==> src/rtl/hsid_pkg.sv <==
// hsid_pkg: shared constants and state encoding for the hsid_x datapath
package hsid_pkg;
  localparam int HSID_WORD_WIDTH = 32;
  localparam int HSID_MEM_ACCESS_WIDTH = 16;
  localparam int HSID_OBI_WR_FIFO_DEPTH = 4;
  typedef enum logic [2:0] {
    OBI_WR_IDLE,
    OBI_WR_INIT,
    OBI_WR_WRITING,
    OBI_WR_DONE,
    OBI_WR_CLEAR
  } hsid_x_obi_wr_state_t;
endpackage

==> src/rtl/hsid_x_obi_inf_pkg.sv <==
// hsid_x_obi_inf_pkg: OBI request/response bundles
package hsid_x_obi_inf_pkg;
  typedef struct packed {
    logic req;
    logic we;
    logic [hsid_pkg::HSID_WORD_WIDTH/8-1:0] be;
    logic [hsid_pkg::HSID_WORD_WIDTH-1:0] addr;
    logic [hsid_pkg::HSID_WORD_WIDTH-1:0] wdata;
  } obi_req_t;
  typedef struct packed {
    logic gnt;
    logic rvalid;
    logic [hsid_pkg::HSID_WORD_WIDTH-1:0] rdata;
  } obi_resp_t;
endpackage

==> src/rtl/hsid_x_sync_fifo.sv <==
// hsid_x_sync_fifo: power-of-two synchronous FIFO with flush, head visible on rdata
module hsid_x_sync_fifo #(
  parameter int WIDTH = 32,
  parameter int DEPTH = 4
) (
  input  logic             clk,
  input  logic             rst,
  input  logic             flush,
  input  logic             push,
  input  logic             pop,
  input  logic [WIDTH-1:0] wdata,
  output logic [WIDTH-1:0] rdata,
  output logic             full,
  output logic             empty
);
  localparam int AW = $clog2(DEPTH);
  logic [WIDTH-1:0] mem [DEPTH];
  logic [AW:0] wp, rp;
  assign empty = wp == rp;
  assign full = (wp[AW] != rp[AW]) && (wp[AW-1:0] == rp[AW-1:0]);
  assign rdata = mem[rp[AW-1:0]];
  always_ff @(posedge clk) begin
    if (push && !full) mem[wp[AW-1:0]] <= wdata;
  end
  // flush outranks a same-cycle push so nothing survives an abort
  always_ff @(posedge clk) begin
    if (rst || flush) begin
      wp <= '0;
      rp <= '0;
    end else begin
      if (push && !full) wp <= wp + 1'b1;
      if (pop && !empty) rp <= rp + 1'b1;
    end
  end
endmodule

==> src/rtl/hsid_x_obi_wr.sv <==
// hsid_x_obi_wr: OBI manager writing a buffered word stream to consecutive addresses
module hsid_x_obi_wr
  import hsid_pkg::*;
  import hsid_x_obi_inf_pkg::*;
#(
  parameter int WORD_WIDTH = HSID_WORD_WIDTH,
  parameter int MEM_ACCESS_WIDTH = HSID_MEM_ACCESS_WIDTH,
  parameter int FIFO_DEPTH = HSID_OBI_WR_FIFO_DEPTH
) (
  input  logic                        clk,
  input  logic                        rst,
  output obi_req_t                    obi_req,
  input  obi_resp_t                   obi_rsp,
  input  logic [WORD_WIDTH-1:0]       initial_addr,
  input  logic [MEM_ACCESS_WIDTH-1:0] limit,
  input  logic                        data_in_valid,
  input  logic [WORD_WIDTH-1:0]       data_in,
  output logic                        data_in_ready,
  input  logic                        start,
  input  logic                        clear,
  output logic                        idle,
  output logic                        ready,
  output logic                        done
);
  localparam int CW = MEM_ACCESS_WIDTH + 1;
  hsid_x_obi_wr_state_t state_q, state_d;
  logic [WORD_WIDTH-1:0] addr_q, head;
  logic [CW-1:0] cur_limit, accepted, grants, responses;
  logic full, empty, flush, push, pop, req, writing, unused_rdata;
  assign unused_rdata = ^obi_rsp.rdata;
  assign writing = state_q == OBI_WR_WRITING;
  assign ready = state_q == OBI_WR_INIT || writing;
  assign idle = state_q == OBI_WR_IDLE;
  assign done = state_q == OBI_WR_DONE;
  assign flush = state_q == OBI_WR_INIT || state_q == OBI_WR_CLEAR || (ready && clear);
  assign data_in_ready = writing && !full && accepted < cur_limit;
  assign push = data_in_valid && data_in_ready;
  assign req = writing && !empty && grants < cur_limit;
  assign pop = req && obi_rsp.gnt;
  hsid_x_sync_fifo #(.WIDTH(WORD_WIDTH), .DEPTH(FIFO_DEPTH)) u_fifo (
    .clk(clk), .rst(rst), .flush(flush), .push(push), .pop(pop),
    .wdata(data_in), .rdata(head), .full(full), .empty(empty)
  );
  // request fields are zeroed while idle so the bus is quiet outside a write
  always_comb begin
    obi_req = '0;
    obi_req.req = req;
    obi_req.we = req;
    obi_req.be = req ? '1 : '0;
    obi_req.addr = req ? addr_q : '0;
    obi_req.wdata = req ? head : '0;
    state_d = state_q;
    case (state_q)
      OBI_WR_IDLE:    state_d = (start && !clear) ? OBI_WR_INIT : OBI_WR_IDLE;
      OBI_WR_INIT:    state_d = clear ? OBI_WR_CLEAR : OBI_WR_WRITING;
      OBI_WR_WRITING: state_d = clear ? OBI_WR_CLEAR : (responses == cur_limit ? OBI_WR_DONE : OBI_WR_WRITING);
      default:        state_d = OBI_WR_IDLE;
    endcase
  end
  always_ff @(posedge clk) begin
    if (rst) begin
      state_q <= OBI_WR_IDLE;
      addr_q <= '0;
      cur_limit <= CW'(1);
      accepted <= '0;
      grants <= '0;
      responses <= '0;
    end else begin
      state_q <= state_d;
      if (state_q == OBI_WR_INIT) begin
        addr_q <= initial_addr;
        cur_limit <= (limit == '0) ? CW'(1) : CW'(limit);
        accepted <= '0;
        grants <= '0;
        responses <= '0;
      end else begin
        if (push) accepted <= accepted + CW'(1);
        if (pop) begin
          addr_q <= addr_q + WORD_WIDTH'(WORD_WIDTH / 8);
          grants <= grants + CW'(1);
        end
        if (writing && obi_rsp.rvalid && responses < cur_limit) responses <= responses + CW'(1);
      end
    end
  end
endmodule

==> config.mk <==
export PLATFORM = sky130hd
export DESIGN_NAME = hsid_x_obi_wr
export DESIGN_NICKNAME = d
export VERILOG_FILES = /design/src/rtl/hsid_pkg.sv /design/src/rtl/hsid_x_obi_inf_pkg.sv /design/src/rtl/hsid_x_sync_fifo.sv /design/src/rtl/hsid_x_obi_wr.sv
export SDC_FILE = /design/constraint.sdc
export NUM_CORES = 1
export LEC_CHECK = 0
export ABC_AREA = 1
export BUFFER_PORTS_ARGS = -buffer_cell sky130_fd_sc_hd__buf_2
export CAP_MARGIN = 5
export CORE_UTILIZATION = 30
export DETAILED_ROUTE_END_ITERATION = 10
export GPL_TIMING_DRIVEN = 0
export PLACE_DENSITY = 0.48
export SLEW_MARGIN = 15
export SYNTH_ARGS = -nofsm -noshare
export SYNTH_HDL_FRONTEND = slang
export SYNTH_SLANG_ARGS = --single-unit
==> constraint.sdc <==
create_clock -name clk -period 4.2 [get_ports clk]
set_clock_uncertainty 0.2 [all_clocks]
set_input_delay 0.42 -clock clk [delete_from_list [all_inputs] [get_ports clk]]
set_output_delay 0.42 -clock clk [all_outputs]
set_load 0.02 [all_outputs]
==> flow_metrics.env <==
export IMPL_start_util_pct=30.5
export IMPL_power_per_cell_area_nw_per_um2=346
export IMPL_grt_remaining_overflow=0
export IMPL_critPathLaunch="cur_limit[8]$_SDFFE_PP0P_"
export IMPL_slew_headroom_pct=47.5
export IMPL_ir_drop_uv=275
export IMPL_yosysUniqueCellTypes=34
export IMPL_worstHoldStart="initial_addr[13]"
export IMPL_crit_reg2reg_launch="cur_limit[15]$_SDFFE_PP0P_"
export IMPL_reg2reg_slack_ps=1030
export IMPL_fillers=4409
export IMPL_reg2regPathDepth=10
export IMPL_coreArea_um2=42000
export IMPL_cts_resized=0
export IMPL_end_kind="output port"
export IMPL_mostFrequentLayoutCells="382 x nand2_1, 322 x nor2_1, 175 x buf_2"
export IMPL_ys_seq_elements=238
export IMPL_ant_nets=0
export IMPL_place_hpwl_mm=28.1
export IMPL_min_path_cells=5
export IMPL_clkTransAtPathRegs_ps=60
export IMPL_synth_edf_count=128
export IMPL_htreeDepth=1
export IMPL_async_reset_ff_share_pct=0
export IMPL_hold_path_class="in -> reg"
export IMPL_die_width_um=209
export IMPL_design_area_um2=16300
export IMPL_drive_above_1_share_pct=13.2
export IMPL_die_area_um2=43600
export IMPL_num_vias=11800
export IMPL_clk_latency_ps=590
export IMPL_timing_max_cap_violations=0
export IMPL_syn_inst=1666
export IMPL_final_setup_viol_count=0
export IMPL_die_y_um=209
export IMPL_fin_ws_ps=587
export IMPL_rows=75
export IMPL_grt_pass1_vias=11500
export IMPL_grt_total_usage_pct=17.9
export IMPL_grt_first_pass_wirelength_mm=62.1
export IMPL_diodes=0
export IMPL_yosys_top_cells_area="edfxtp_1 30%, dfxtp_1 17%, nand2_1 11%"
export IMPL_cp_max_fo=10
export IMPL_placed_cells=2368
export IMPL_pre_cts_ws_ps=1010
export IMPL_maxSlewViolCount=0
export IMPL_fin_util_pct=38.8
export IMPL_hold_viol_final=0
export IMPL_path_class="reg -> out"
export IMPL_syn_avg_cell_area_um2=7.70
export IMPL_io_pins=193
export IMPL_synth_top_cell_area_share_pct=30.0
export IMPL_cts_sinks=238
export IMPL_drt_iter0_drc=684
export IMPL_rsz0062_at_grt="false"
export IMPL_worst_slew_pin_slew_ps=787
export IMPL_cts_tree="yes"
export IMPL_cp_required_ps=3580
export IMPL_yosys_warnings=0
export IMPL_portBuffers=159
export IMPL_vias_per_cell=4.72
export IMPL_wl_per_cell_um=15.8
export IMPL_synth_ff_type="edfxtp_1"
export IMPL_placedInstanceArea_um2=14400
export IMPL_wl_mm=39.5
export IMPL_yosysTopAreaCell="edfxtp_1"
export IMPL_gp_congestion=0.853
export IMPL_route_detailed_drc=0
export IMPL_min_period_ps=3610
export IMPL_r2r_end="u_fifo.mem[3][3]$_DFFE_PP_"
export IMPL_antenna_found_initial=0
export IMPL_finalNetCount=2116
export IMPL_final_common_cell="nand2_1"
export IMPL_ys_seq_area_share_pct=47.1
export IMPL_hold_end="addr_q[13]$_SDFFE_PP0P_"
export IMPL_leakage_uw=0.00673
export IMPL_fmax_mhz=277
export IMPL_cts_max_path_buffers=3
export IMPL_area_growth_pct=27.3
export IMPL_cts_buffers=31
export IMPL_dr_pass1_iters=4
export IMPL_period_share_pct=86.0
export IMPL_outcome="complete, no violations"
export IMPL_synth_nets=1840
export IMPL_cts_root_buf="clkbuf_16"
export IMPL_stdcell_count=2505
export IMPL_worstPathArrival_ps=2990
export IMPL_worstSetupStartpointType="flop"
export IMPL_finalPower_uw=5660
export IMPL_grt_max_degree=21
export IMPL_syn_cell_area_um2=12800
[repair_timing]
action	CTS	global route
hold endpoints to repair	174	0
buffers inserted	0	0
hold buffers	80	0
[synthesized netlist by cell type, types with 2 or more instances]
cell and n:
nand2_1 382, nor2_1 326, inv_1 135, a21oi_1 131
edfxtp_1 128, dfxtp_1 110, nand3_1 101, o21ai_0 93
ha_1 55, clkbuf_1 36, xor2_1 36, nand4_1 28
buf_2 16, nor3_1 15, buf_4 11, buf_1 10
xnor2_1 10, o22ai_1 8, a31oi_1 6, nand2_2 4
a21o_1 3, buf_6 3, inv_2 3, nor4_1 3
nor2_2 2, nor2_4 2, o31ai_1 2
[stage by stage]
stage                     setup TNS (ps)  hold slack (ps)
after floorplan                        0              251
after global placement           -104500              264
after detailed placement               0              281
after CTS                              0             9.36
after global routing                   0             55.6
final                                  0             39.5
[critical path: stages (launching register included)]
cell and delay [ps]:
dfxtp_1 300, inv_1 110, ha_1 330, nand2_1 70, nor2_1 140, nand3_1 110
nor2_1 140, nor2_2 60, nand3_1 100, buf_2 360, buf_2 270, inv_1 120
buf_4 150, buf_2 150
[metal layers]
metal  vias to the layer above  wire [µm]  global-route usage [%]
met3                        67       1580                    2.48
met1                      5500      18300                    23.7
met4                         0       1110                    5.78
met2                       226      18500                    30.1
li1                       6031          -                       -
met5                         -          0                       0
[final cells by class]
type                            count  area, µm²  area share [%]
Inverter                          139        522            3.20
Clock buffer                       40        860            5.27
Buffer                             76        369            2.26
Timing Repair Buffer              243       1700            10.4
Multi-Input combinational cell   1213       5920            36.3
Tap cell                          539        674            4.13
Sequential cell                   238       6050            37.0
Clock inverter                     17        234            1.43
[cell families (layout without fill, tap and decap cells)]
family	count (synthesis)	in the layout	share of synthesized area (%)
adder cells (fa/ha/maj)	55	55	5.37
flip-flops	238	238	47.1
AO/OA/AOI/OAI	245	245	9.81
AND/OR/NAND/NOR	867	867	27.6
buffers and inverters	215	515	6.95
XOR/XNOR	46	46	3.14
[registers in the layout, indices dropped and copies added, names as in the netlist, 16 cells and up, named ones only]
name        cells
u_fifo.mem    128
addr_q         32
accepted       17
grants         17
responses      17
cur_limit      16
[power breakdown]
| part | switching, µW | leakage (µW) | internal, µW |
|---|---|---|---|
| logic | 203 | 0.00416 | 146 |
| clock network | 1060 | 0.000534 | 1750 |
| registers | 22.4 | 0.00204 | 2480 |
| total | 1290 | 0.00673 | 4370 |
[worst max path at each step]
stage	endpoint	slack, ps	cells after the start
finish	obi_req[67]	590	13
global route	obi_req[69]	330	13
CTS	obi_req[67]	490	13
global placement	u_fifo.mem[3][8]$_DFFE_PP_	-850	9
detailed placement	u_fifo.mem[3][8]$_DFFE_PP_	1010	10
floorplan	u_fifo.mem[3][0]$_DFFE_PP_	800	9
Power figures use the tool's default switching activity.
